`config.mk`:
```
export PLATFORM = sky130hd
export DESIGN_NAME = mem_port_arbiter
export DESIGN_NICKNAME = d
export VERILOG_FILES = /design/src/rtl/mem_port_arbiter.sv
export SDC_FILE = /design/constraint.sdc
export NUM_CORES = 1
export LEC_CHECK = 0
export CORE_ASPECT_RATIO = 0.9
export CORE_UTILIZATION = 33
export DETAILED_ROUTE_END_ITERATION = 10
export PLACE_DENSITY = 0.68
export REMOVE_ABC_BUFFERS = 1
export SLEW_MARGIN = 40
export SYNTH_ARGS = -nofsm -noshare
export SYNTH_HDL_FRONTEND = slang
export SYNTH_SLANG_ARGS = --single-unit
```
`constraint.sdc`:
```
create_clock -name clk -period 2.7 [get_ports clk]
set_input_delay 0.54 -clock clk [delete_from_list [all_inputs] [get_ports clk]]
set_output_delay 0.54 -clock clk [all_outputs]
set_load 0.03 [all_outputs]
```
`src/rtl/mem_port_arbiter.sv`:
```
// Round-robin arbiter that serialises two requesters onto a single-port memory.
// Read data and read-timeout errors are routed back to the port that issued the read.
module mem_port_arbiter #(
  parameter int unsigned ADDR_W     = 4,
  parameter int unsigned DATA_W     = 32,
  parameter int unsigned RD_TIMEOUT = 4
) (
  input  logic              clk,
  input  logic              rst,
  input  logic              req0,
  input  logic              we0,
  input  logic [ADDR_W-1:0] addr0,
  input  logic [DATA_W-1:0] wdata0,
  input  logic              req1,
  input  logic              we1,
  input  logic [ADDR_W-1:0] addr1,
  input  logic [DATA_W-1:0] wdata1,
  output logic              gnt0,
  output logic              gnt1,
  output logic [DATA_W-1:0] rdata0,
  output logic [DATA_W-1:0] rdata1,
  output logic              rvalid0,
  output logic              rvalid1,
  output logic              rerr0,
  output logic              rerr1,
  output logic              renable,
  output logic              wenable,
  output logic [ADDR_W-1:0] addr,
  output logic [DATA_W-1:0] data_in,
  input  logic [DATA_W-1:0] data_out,
  input  logic              valid_out,
  output logic              busy
);

  localparam int unsigned CntW = $clog2(RD_TIMEOUT + 1);

  typedef enum logic [1:0] {StIdle, StIssue, StWaitRd} state_e;

  state_e            state_q, state_d;
  logic              win_q, win_d;
  logic              we_q, we_d;
  logic              last_gnt_q, last_gnt_d;
  logic [ADDR_W-1:0] addr_q, addr_d;
  logic [DATA_W-1:0] wdata_q, wdata_d;
  logic [DATA_W-1:0] rdata_q, rdata_d;
  logic [CntW-1:0]   cnt_q, cnt_d;
  logic [1:0]        rvalid_q, rvalid_d;
  logic [1:0]        rerr_q, rerr_d;
  logic [1:0]        gnt;
  logic              pick;

  // On a tie the port that was not granted last wins.
  assign pick = (req0 && req1) ? ~last_gnt_q : req1;

  always_comb begin
    state_d    = state_q;
    win_d      = win_q;
    we_d       = we_q;
    addr_d     = addr_q;
    wdata_d    = wdata_q;
    last_gnt_d = last_gnt_q;
    cnt_d      = cnt_q;
    rdata_d    = rdata_q;
    rvalid_d   = '0;
    rerr_d     = '0;
    gnt        = '0;
    renable    = 1'b0;
    wenable    = 1'b0;
    addr       = '0;
    data_in    = '0;
    unique case (state_q)
      StIdle: begin
        if (req0 || req1) begin
          win_d   = pick;
          we_d    = pick ? we1 : we0;
          addr_d  = pick ? addr1 : addr0;
          wdata_d = pick ? wdata1 : wdata0;
          state_d = StIssue;
        end
      end
      StIssue: begin
        gnt[win_q] = 1'b1;
        addr       = addr_q;
        last_gnt_d = win_q;
        if (we_q) begin
          wenable = 1'b1;
          data_in = wdata_q;
          state_d = StIdle;
        end else begin
          renable = 1'b1;
          cnt_d   = '0;
          state_d = StWaitRd;
        end
      end
      StWaitRd: begin
        if (valid_out) begin
          rdata_d         = data_out;
          rvalid_d[win_q] = 1'b1;
          state_d         = StIdle;
        end else if (cnt_q == CntW'(RD_TIMEOUT - 1)) begin
          // Last waiting cycle without data: report the timeout next cycle.
          rerr_d[win_q] = 1'b1;
          state_d       = StIdle;
        end else begin
          cnt_d = cnt_q + CntW'(1);
        end
      end
      default: state_d = StIdle;
    endcase
  end

  always_ff @(posedge clk or negedge rst) begin
    if (!rst) begin
      state_q    <= StIdle;
      win_q      <= 1'b0;
      we_q       <= 1'b0;
      last_gnt_q <= 1'b1;
      addr_q     <= '0;
      wdata_q    <= '0;
      rdata_q    <= '0;
      cnt_q      <= '0;
      rvalid_q   <= '0;
      rerr_q     <= '0;
    end else begin
      state_q    <= state_d;
      win_q      <= win_d;
      we_q       <= we_d;
      last_gnt_q <= last_gnt_d;
      addr_q     <= addr_d;
      wdata_q    <= wdata_d;
      rdata_q    <= rdata_d;
      cnt_q      <= cnt_d;
      rvalid_q   <= rvalid_d;
      rerr_q     <= rerr_d;
    end
  end

  assign gnt0    = gnt[0];
  assign gnt1    = gnt[1];
  assign rvalid0 = rvalid_q[0];
  assign rvalid1 = rvalid_q[1];
  assign rerr0   = rerr_q[0];
  assign rerr1   = rerr_q[1];
  assign rdata0  = rvalid_q[0] ? rdata_q : '0;
  assign rdata1  = rvalid_q[1] ? rdata_q : '0;
  assign busy    = (state_q != StIdle);

endmodule

```
# Yosys cells after proc, flatten, opt, wreduce, memory -nomap -nowiden
# Cells that the tools add are included.
classes:
  n_div: 0
  shifts: 0
  multipliers: 0
  magnitude_cmp: 2
  reduce_logical: 10
  n_addsub: 1
  eq_ne: 8
  bitwise_logic: 1
  mux: 30
op_table:
  columns: ["operator", "n"]
  rows:
  - ["$mux 32", 5]
  - ["$mux 2", 10]
  - ["$mux 3", 3]
  - ["$mux 4", 2]
  - ["$ne 2x2->1 const B", 4]
  - ["$mux 1", 7]
  - ["$pmux 2 s3", 1]
  - ["$pmux 3 s2", 1]
  - ["$reduce_and 2->1", 3]
  - ["$reduce_and 4->1", 1]
  - ["$reduce_bool 2->1", 2]
  - ["$add 3x1->3 const B", 1]
  - ["$eq 3x2->1 const B", 1]
  - ["$ne 3x3->1 const B", 1]
  - ["$eq 2x1->1 const B", 1]
  - ["$eq 2x2->1 const B", 1]
  - ["$logic_and 1x1->1", 2]
  - ["$logic_not 2->1", 1]
  - ["$lt 1x2->1 const B", 1]
  - ["$demux 1 s1", 1]
  - ["$ge 1x1->1 const B", 1]
  - ["$logic_or 1x1->1", 1]
  - ["$not 1->1", 1]
totals:
  memories: 0
  register_bits: 80
  romBits: 0
  latchBits: 0
  out_inout_bits: 109
  ram_bits: 0
  inputBits: 111

# Logic depth before layout (Yosys ltp)
# Gate-level depths: netlist of run 1.
logic_depth:
  word_depth: 7
  ltp_mapped: 5

# Worst setup path before layout of run 1
# OpenSTA, ideal clock, no wires.
synth_path:
  path_type: "reg2reg"
  from: "register we_q"
  to: "register cnt_q[0]"
  period_less_slack_ns: 1.878
  path_buffers: 0
  stages_incl_launch_ff: 4
  path_slack_ns: 0.822
  arrival_time_ns: 1.753
  setup_ns: 0.125
  path_cell_list: "dfrtp_1 > nor3b_1 > a21oi_1 > mux2_2"
synth_between:
  elab_chain_len: 2
synth_lines:
  columns: ["item", "line", "rtl"]
  rows:
  - ["start: declaration", "41", "logic we_q, we_d;"]
  - ["start signal: assignment", "127", "we_q <= we_d;"]
  - ["$ne 2x2->1 (no source line)", null, null]
  - ["$reduce_and 4->1 (no source line)", null, null]
  - ["end signal: assignment", "132", "cnt_q <= cnt_d;"]
  - ["end: declaration", "46", "logic [CntW-1:0] cnt_q, cnt_d;"]
# Every way passes these cells.
# A chain may end at the register's enable or synchronous reset.

# Worst setup path in the final report of run 1
layout_path:
  from: "register state_q[1]"
  to: "output data_in[26]"
layout_between:
  elab_chain_len: 2
layout_lines:
  columns: ["item", "line", "rtl"]
  rows:
  - ["start: declaration", "39", "state_e state_q, state_d;"]
  - ["start signal: assignment", "114", "state_q <= StIdle;"]
  - ["start signal: assignment", "125", "state_q <= state_d;"]
  - ["$eq 2x1->1", "71", "unique case (state_q)"]
  - ["$mux 32", "71", null]
  - ["end: declaration", "29", "output logic [DATA_W-1:0] data_in,"]
# Every way passes these cells.

==> results of run 1 <==
through the flow:
step / utilization, % / power [mW] / setup slack [ns] / hold slack [ns] / area [um2]
after global placement: 52.73 / 4.998 / 0.4072 / 0.4825 / 6690
after floorplan: - / 3.893 / 0.3880 / 0.2444 / 4174
after global routing: 55.36 / 6.643 / 0.005028 / 0.1954 / 7023
after detailed placement: 52.73 / 5.064 / 0.4462 / 0.4884 / 6690
after CTS: 55.18 / 6.361 / 0.06758 / 0.1672 / 7000
final: 55.36 / 6.272 / 0.1259 / 0.1590 / 7023
kinds of logic after synthesis:
group,after synthesis,synth area share (%)
flip-flops,80,46.60
AND/OR/NAND/NOR,117,16.71
multiplexers,110,32.10
buffers and inverters,29,3.347
AO/OA/AOI/OAI,4,0.6694
adder cells (fa/ha/maj),2,0.5820
where the power goes:
part	switching (mW)	total (mW)	internal (mW)
clock	0.466	1.25	0.789
sequential	0.362	2.14	1.78
combinational	1.32	2.88	1.55
total	2.15	6.27	4.12
cell type report:
cell class | instances | share of cell area, %
sequential | 80 | 28.52
timing repair buffer | 228 | 33.17
tap | 164 | 2.922
clock inverter | 3 | 0.5701
inverter | 5 | 0.2672
clock buffer | 13 | 3.848
multi-input combinational | 233 | 30.70
metal layers:
layer  global-route usage [%]  share of wire [%]
met3                    7.202                 11
met4                    6.185                1.1
met2                    28.85                 46
met1                    21.15                 42
met5                        0                  0
final timing paths:
check	startpoint	to	slack (ns)	depth (start not counted)
setup / recovery	state_q[1]	data_in[26]	0.13	4
hold / removal	rst	wdata_q[10]	0.16	1
setup reg to reg	last_gnt_q	wdata_q[5]	0.96	4
hold reg to reg	addr_q[3]	addr_q[3]	0.50	1
max in group asynchronous	rst	last_gnt_q	1.86	2
min in group clk	addr_q[3]	addr_q[3]	0.50	1
placed cells by master (no fill, tap or decap), types with 2 or more instances in the layout:
cell             instances
ha_1                     2
and3_1                  32
nand2_1                  2
buf_4                    6
nor2_1                   6
dlymetal6s2s_1           9
dfrtp_1                 79
buf_12                   4
nor4b_1                  2
and2_1                  71
clkbuf_8                 3
inv_1                    5
mux2_4                  38
mux2_2                  71
clkinv_2                 2
clkbuf_16                9
clkdlybuf4s50_1        209
sequential cells by signal, indices dropped and copies added, names as in the netlist:
register    cells
state_q         2
addr_q          4
cnt_q           3
win_q           1
we_q            1
last_gnt_q      1
rerr_q          2
rvalid_q        2
wdata_q        32
rdata_q        32
timing repair:
action                                  CTS  global route
endpoints found under the hold margin     0             0
setup buffers                             0             0
resized for setup                         0             9
endpoints found under the setup margin    0             9
worst max-delay path, stage by stage, from the launching register on:
cell and delay, ns:
dfrtp_1 0.42, nor2b_2 0.15, buf_4 0.23, and3_1 0.21, clkdlybuf4s50_1 0.68
==> metrics.md, run 1 <==
| Metric | Value |
|---|---|
| Initial DRC Count | `66` |
| Total Routing Usage GR | `17.73%` |
| Most numerous cell in the Yosys netlist | `dfrtp_1` |
| Core footprint | `approximately 13,000 um2` |
| Placed Cells | `710` |
| Slew HR | `around 70%` |
| CP endpoint kind | `output port` |
| Final setup TNS | `0 ns` |
| Final hold vios | `0` |
| Setup Skew | `about 0.0085 ns` |
| Ys Warns | `0` |
| Layout cells sized above 1 | `about 25%` |
| Multi-input gate area | `around 2200 um2` |
| Synth Flop Type | `dfrtp_1` |
| Fraction of registers with async set/reset | `100.0%` |
| Cell Rows | `39` |
| Leak | `approximately 3.2 nW` |
| WL final | `approximately 12,000 um` |
| EDFF count, synth | `0` |
| Pwr Density | `around 900 nW/um2` |
| Seq/Total Area, Yosys | `a little under half` |
| Max Fclk | `roughly 390 MHz` |
| Fill count | `between 1k and 1.5k` |
| Yosys top cell by area | `dfrtp_1` |
| Post-Syn Area | `approximately 4300 um2` |
| Post-route ant nets | `0` |
| Fin crit share | `between 90% and 100%` |
| Antenna violations before repair | `0` |
| Hold_buf cts | `0` |
| Port Buffers | `around 220` |
| Via count | `between 3k and 4k` |
| Max H-tree Level | `3` |
| Crit path DAT | `~2.0 ns` |
| #FFs+latches synth | `80` |
| First-pass DRT Iterations | `4` |
| RSZ-0062 raised after global routing | `false` |
| MaxCap Viol Count | `0` |
| Final net count | `670` |
| Worst-path clk slew | `approximately 0.060 ns` |
| Pin count of the biggest net entering global routing | `between 40 and 50` |
| Synth top cells by count | `79 x dfrtp_1, 71 x and2_1, 71 x mux2_2` |
| Slew Limit Fails | `0` |
| Yosys top cell area share | `around 46%` |
| Startpoint Class | `register` |
| Top post-synthesis cells by area | `dfrtp_1 46%, mux2_2 19%, mux2_4 13%` |
| Clk_lat worst skew | `0.33 ns` |
| Final Non-Filler Cells | `slightly above 700` |
| IO Pins | `220` |
| Data required time at the worst endpoint | `~2.2 ns` |
| Antenna cells | `0` |
| Final setup fails | `0` |
| Area growth syn-to-layout | `63.36%` |
| Max IR drop VDD | `about 0.0004 V` |
| CTS tree | `done` |
| Crit Path Category | `register to output port` |
| Root buffer cell | `clkbuf_16` |
| Bufs on Longest Clock Path | `2` |
| Die width | `approximately 120 um` |
| DR WL/cell | `around 16 um` |
| Worst Hold Class | `primary input to asynchronous set/reset pin` |
| Netlist cell types | `23` |
| Final min period | `between 2 and 3 ns` |
| Global-route wire length before repair | `between 15,000 and 20,000 um` |
| Sequential Area | `about 2000 um2` |
| Via density | `4.690` |
| Starting density of the core | `33.89%` |
| Global route overflow | `0` |
| Die outline area | `between 10,000 and 15,000 um2` |
| Mean Syn Cell Area | `about 13 um2` |
| Number of global-route vias before repair | `between 3k and 4k` |
| Worst slew pin tran | `0.4732 ns` |
| CTS Buf Count | `9` |
| CTS sink count | `80` |
| Post-route DRC violation count | `0` |
| HPWL after detailed placement | `about 8600 um` |
| Status | `finished, final reports clean` |
| Die height | `between 100 and 150 um` |
| Max Fanout on Critical Path | `17` |
| RePlAce Congestion | `roughly 0.74` |
| Mapped Cells | `342` |
(Power assumes the default switching activity.)
==> run 2, diff against run 1 <==
Settings changed: CORE_MARGIN set to 2.
==> run 2 against run 1 <==
Non-clock buffer count fell by 1. Combinational power barely moved. Design area fell by 1.2%. Clock power fell by 13%. Via count fell by 0.62%. Largest power group unchanged.
==> metrics.md, run 2 (synthesis results as in run 1) <==
| Metric | Value |
|---|---|
| RSZ-0062 raised after global routing | `false` |
| Crit Path Category | `register to output port` |
| Worst R2R Start | `last_gnt_q` |
| Cell Rows | `39` |
| Design Power | `6.090 mW` |
| Post-route DRC violation count | `0` |
| Core footprint | `approximately 13,000 um2` |
| Final net count | `approximately 670` |
| Worst-path clk slew | `about 0.060 ns` |
| Status | `finished, final reports clean` |
| Via count | `3,384` |
| Slew Limit Fails | `0` |
| Final min period | `2.577 ns` |
| DR WL/cell | `around 16 um` |
| Max IR drop VDD | `roughly 0.00044 V` |
| Root buffer cell | `clkbuf_16` |
| Final setup TNS | `0 ns` |
| Post-CTS setup repair buffer count | `0` |
| MaxCap Viol Count | `0` |
| Final hold vios | `0` |
| Die outline area | `13,960 um2` |
| HPWL after detailed placement | `roughly 8400 um` |
| Pin count of the biggest net entering global routing | `44` |
| CTS sink count | `80` |
| Worst Reg-to-Reg Cells | `4` |
| Die height | `between 100 and 150 um` |
| Max Fclk | `between 300 and 400 MHz` |
| Fill count | `between 1k and 1.5k` |
| Final Instance Area | `just under 7000 um2` |
| CP endpoint kind | `output port` |
| RePlAce Congestion | `slightly below 0.8` |
| Bufs on Longest Clock Path | `2` |
| Final setup fails | `0` |
| Fin crit share | `95.44%` |
| Finished Core Util | `a little over half` |
| R2R setup slack | `~1 ns` |
| Cts repair resizes | `0` |
| Max H-tree Level | `3` |
| Post-route ant nets | `0` |
| Antenna cells | `0` |
| Antenna violations before repair | `0` |
| Port Buffers | `roughly 220` |
| Max Fanout on Critical Path | `40` |
| Leak | `3.032 nW` |
| CTS Buf Count | `9` |
| CTS tree | `done` |
| Number of global-route vias before repair | `about 3.6k` |
| Global route overflow | `0` |
| WL final | `11,650 um` |
| Worst slew pin tran | `0.5216 ns` |
| Most frequent cells in the layout | `218 x clkdlybuf4s50_1, 79 x dfrtp_1, 71 x and2_1, 71 x mux2_2, 38 x mux2_4` |
| Initial DRC Count | `104` |
| Slew HR | `65.23%` |
| Data required time at the worst endpoint | `around 2.2 ns` |
| IO Pins | `220` |
| R2R Path End | `wdata_q[10]` |
| Clk_lat worst skew | `around 0.34 ns` |
| Crit path DAT | `2.04 ns` |
| Area growth syn-to-layout | `61.38%` |
| Worst Hold Class | `primary input to asynchronous set/reset pin` |
| Startpoint Class | `register` |
| Starting density of the core | `between 30% and 40%` |
| Global-route wire length before repair | `19,040 um` |
| Hold_buf cts | `0` |
| Pwr Density | `a little under 900 nW/um2` |
| First-pass DRT Iterations | `4` |
| Leading cell type in the layout, fill and taps excluded | `clkdlybuf4s50_1` |
| Setup Skew | `0.004844 ns` |
| Regs by FF count | `rdata_q: 32 flops, wdata_q: 32 flops, addr_q: 4 flops` |
| Dpl cell area | `6683 um2` |
| Layout cells sized above 1 | `23.79%` |
| Total Routing Usage GR | `17.04%` |
| Via density | `4.680` |
| Die width | `124.3 um` |
[run 2: per-layer routing]
| layer | wire [um] | vias to the layer above | share of wire, % | GRT usage [%] |
|---|---|---|---|---|
| met3 | 1167 | 12 | 10 | 6.768 |
| met2 | 5035 | 175 | 43 | 26.23 |
| met5 | 0 | - | 0 | 0 |
| met1 | 5270 | 1605 | 45 | 21.84 |
| li1 | - | 1592 | - | - |
| met4 | 172 | 0 | 1.5 | 6.067 |
[run 2: worst max-delay path, stage by stage (launching register included)]
cell,delay (ns)
dfrtp_1,0.42
nor2b_2,0.18
buf_12,0.21
and3_1,0.20
clkdlybuf4s50_1,0.69
[run 2: where the power goes]
group	internal (mW)	total, mW	leakage (nW)	switching (mW)
sequential	1.78	2.11	0.961	0.327
clock	0.637	1.09	0.126	0.451
combinational	1.55	2.89	1.95	1.34
total	3.97	6.09	3.03	2.12
[run 2: layout make-up]
cell class	instances	area [um2]	area share, %
Multi-Input combinational cell	233	2156	31.07
Sequential cell	80	2003	28.87
Clock buffer	13	250.2	3.607
Tap cell	164	205.2	2.958
Clock inverter	1	5.005	0.07214
Inverter	5	18.77	0.2705
Timing Repair Buffer	227	2300	33.15
[run 2: how the worst max path moves through the flow]
| stage | endpoint | slack, ns | cells after the start | start |
|---|---|---|---|---|
| floorplan | data_in[0] | 0.39 | 2 | state_q[1] |
| global placement | data_in[25] | 0.46 | 4 | state_q[1] |
| detailed placement | data_in[25] | 0.44 | 4 | state_q[0] |
| CTS | data_in[25] | 0.07 | 4 | state_q[0] |
| global route | data_in[25] | 0.01 | 4 | state_q[0] |
| finish | data_in[25] | 0.12 | 4 | state_q[1] |
[run 2: metrics by stage]
step	setup slack (ns)	hold WS, ns	cells
floorplan	0.3880	0.2444	318
finish	0.1232	0.1723	723
global placement	0.4585	0.4832	709
detailed placement	0.4410	0.4856	709
CTS	0.06990	0.1898	723
global route	0.01020	0.2164	723
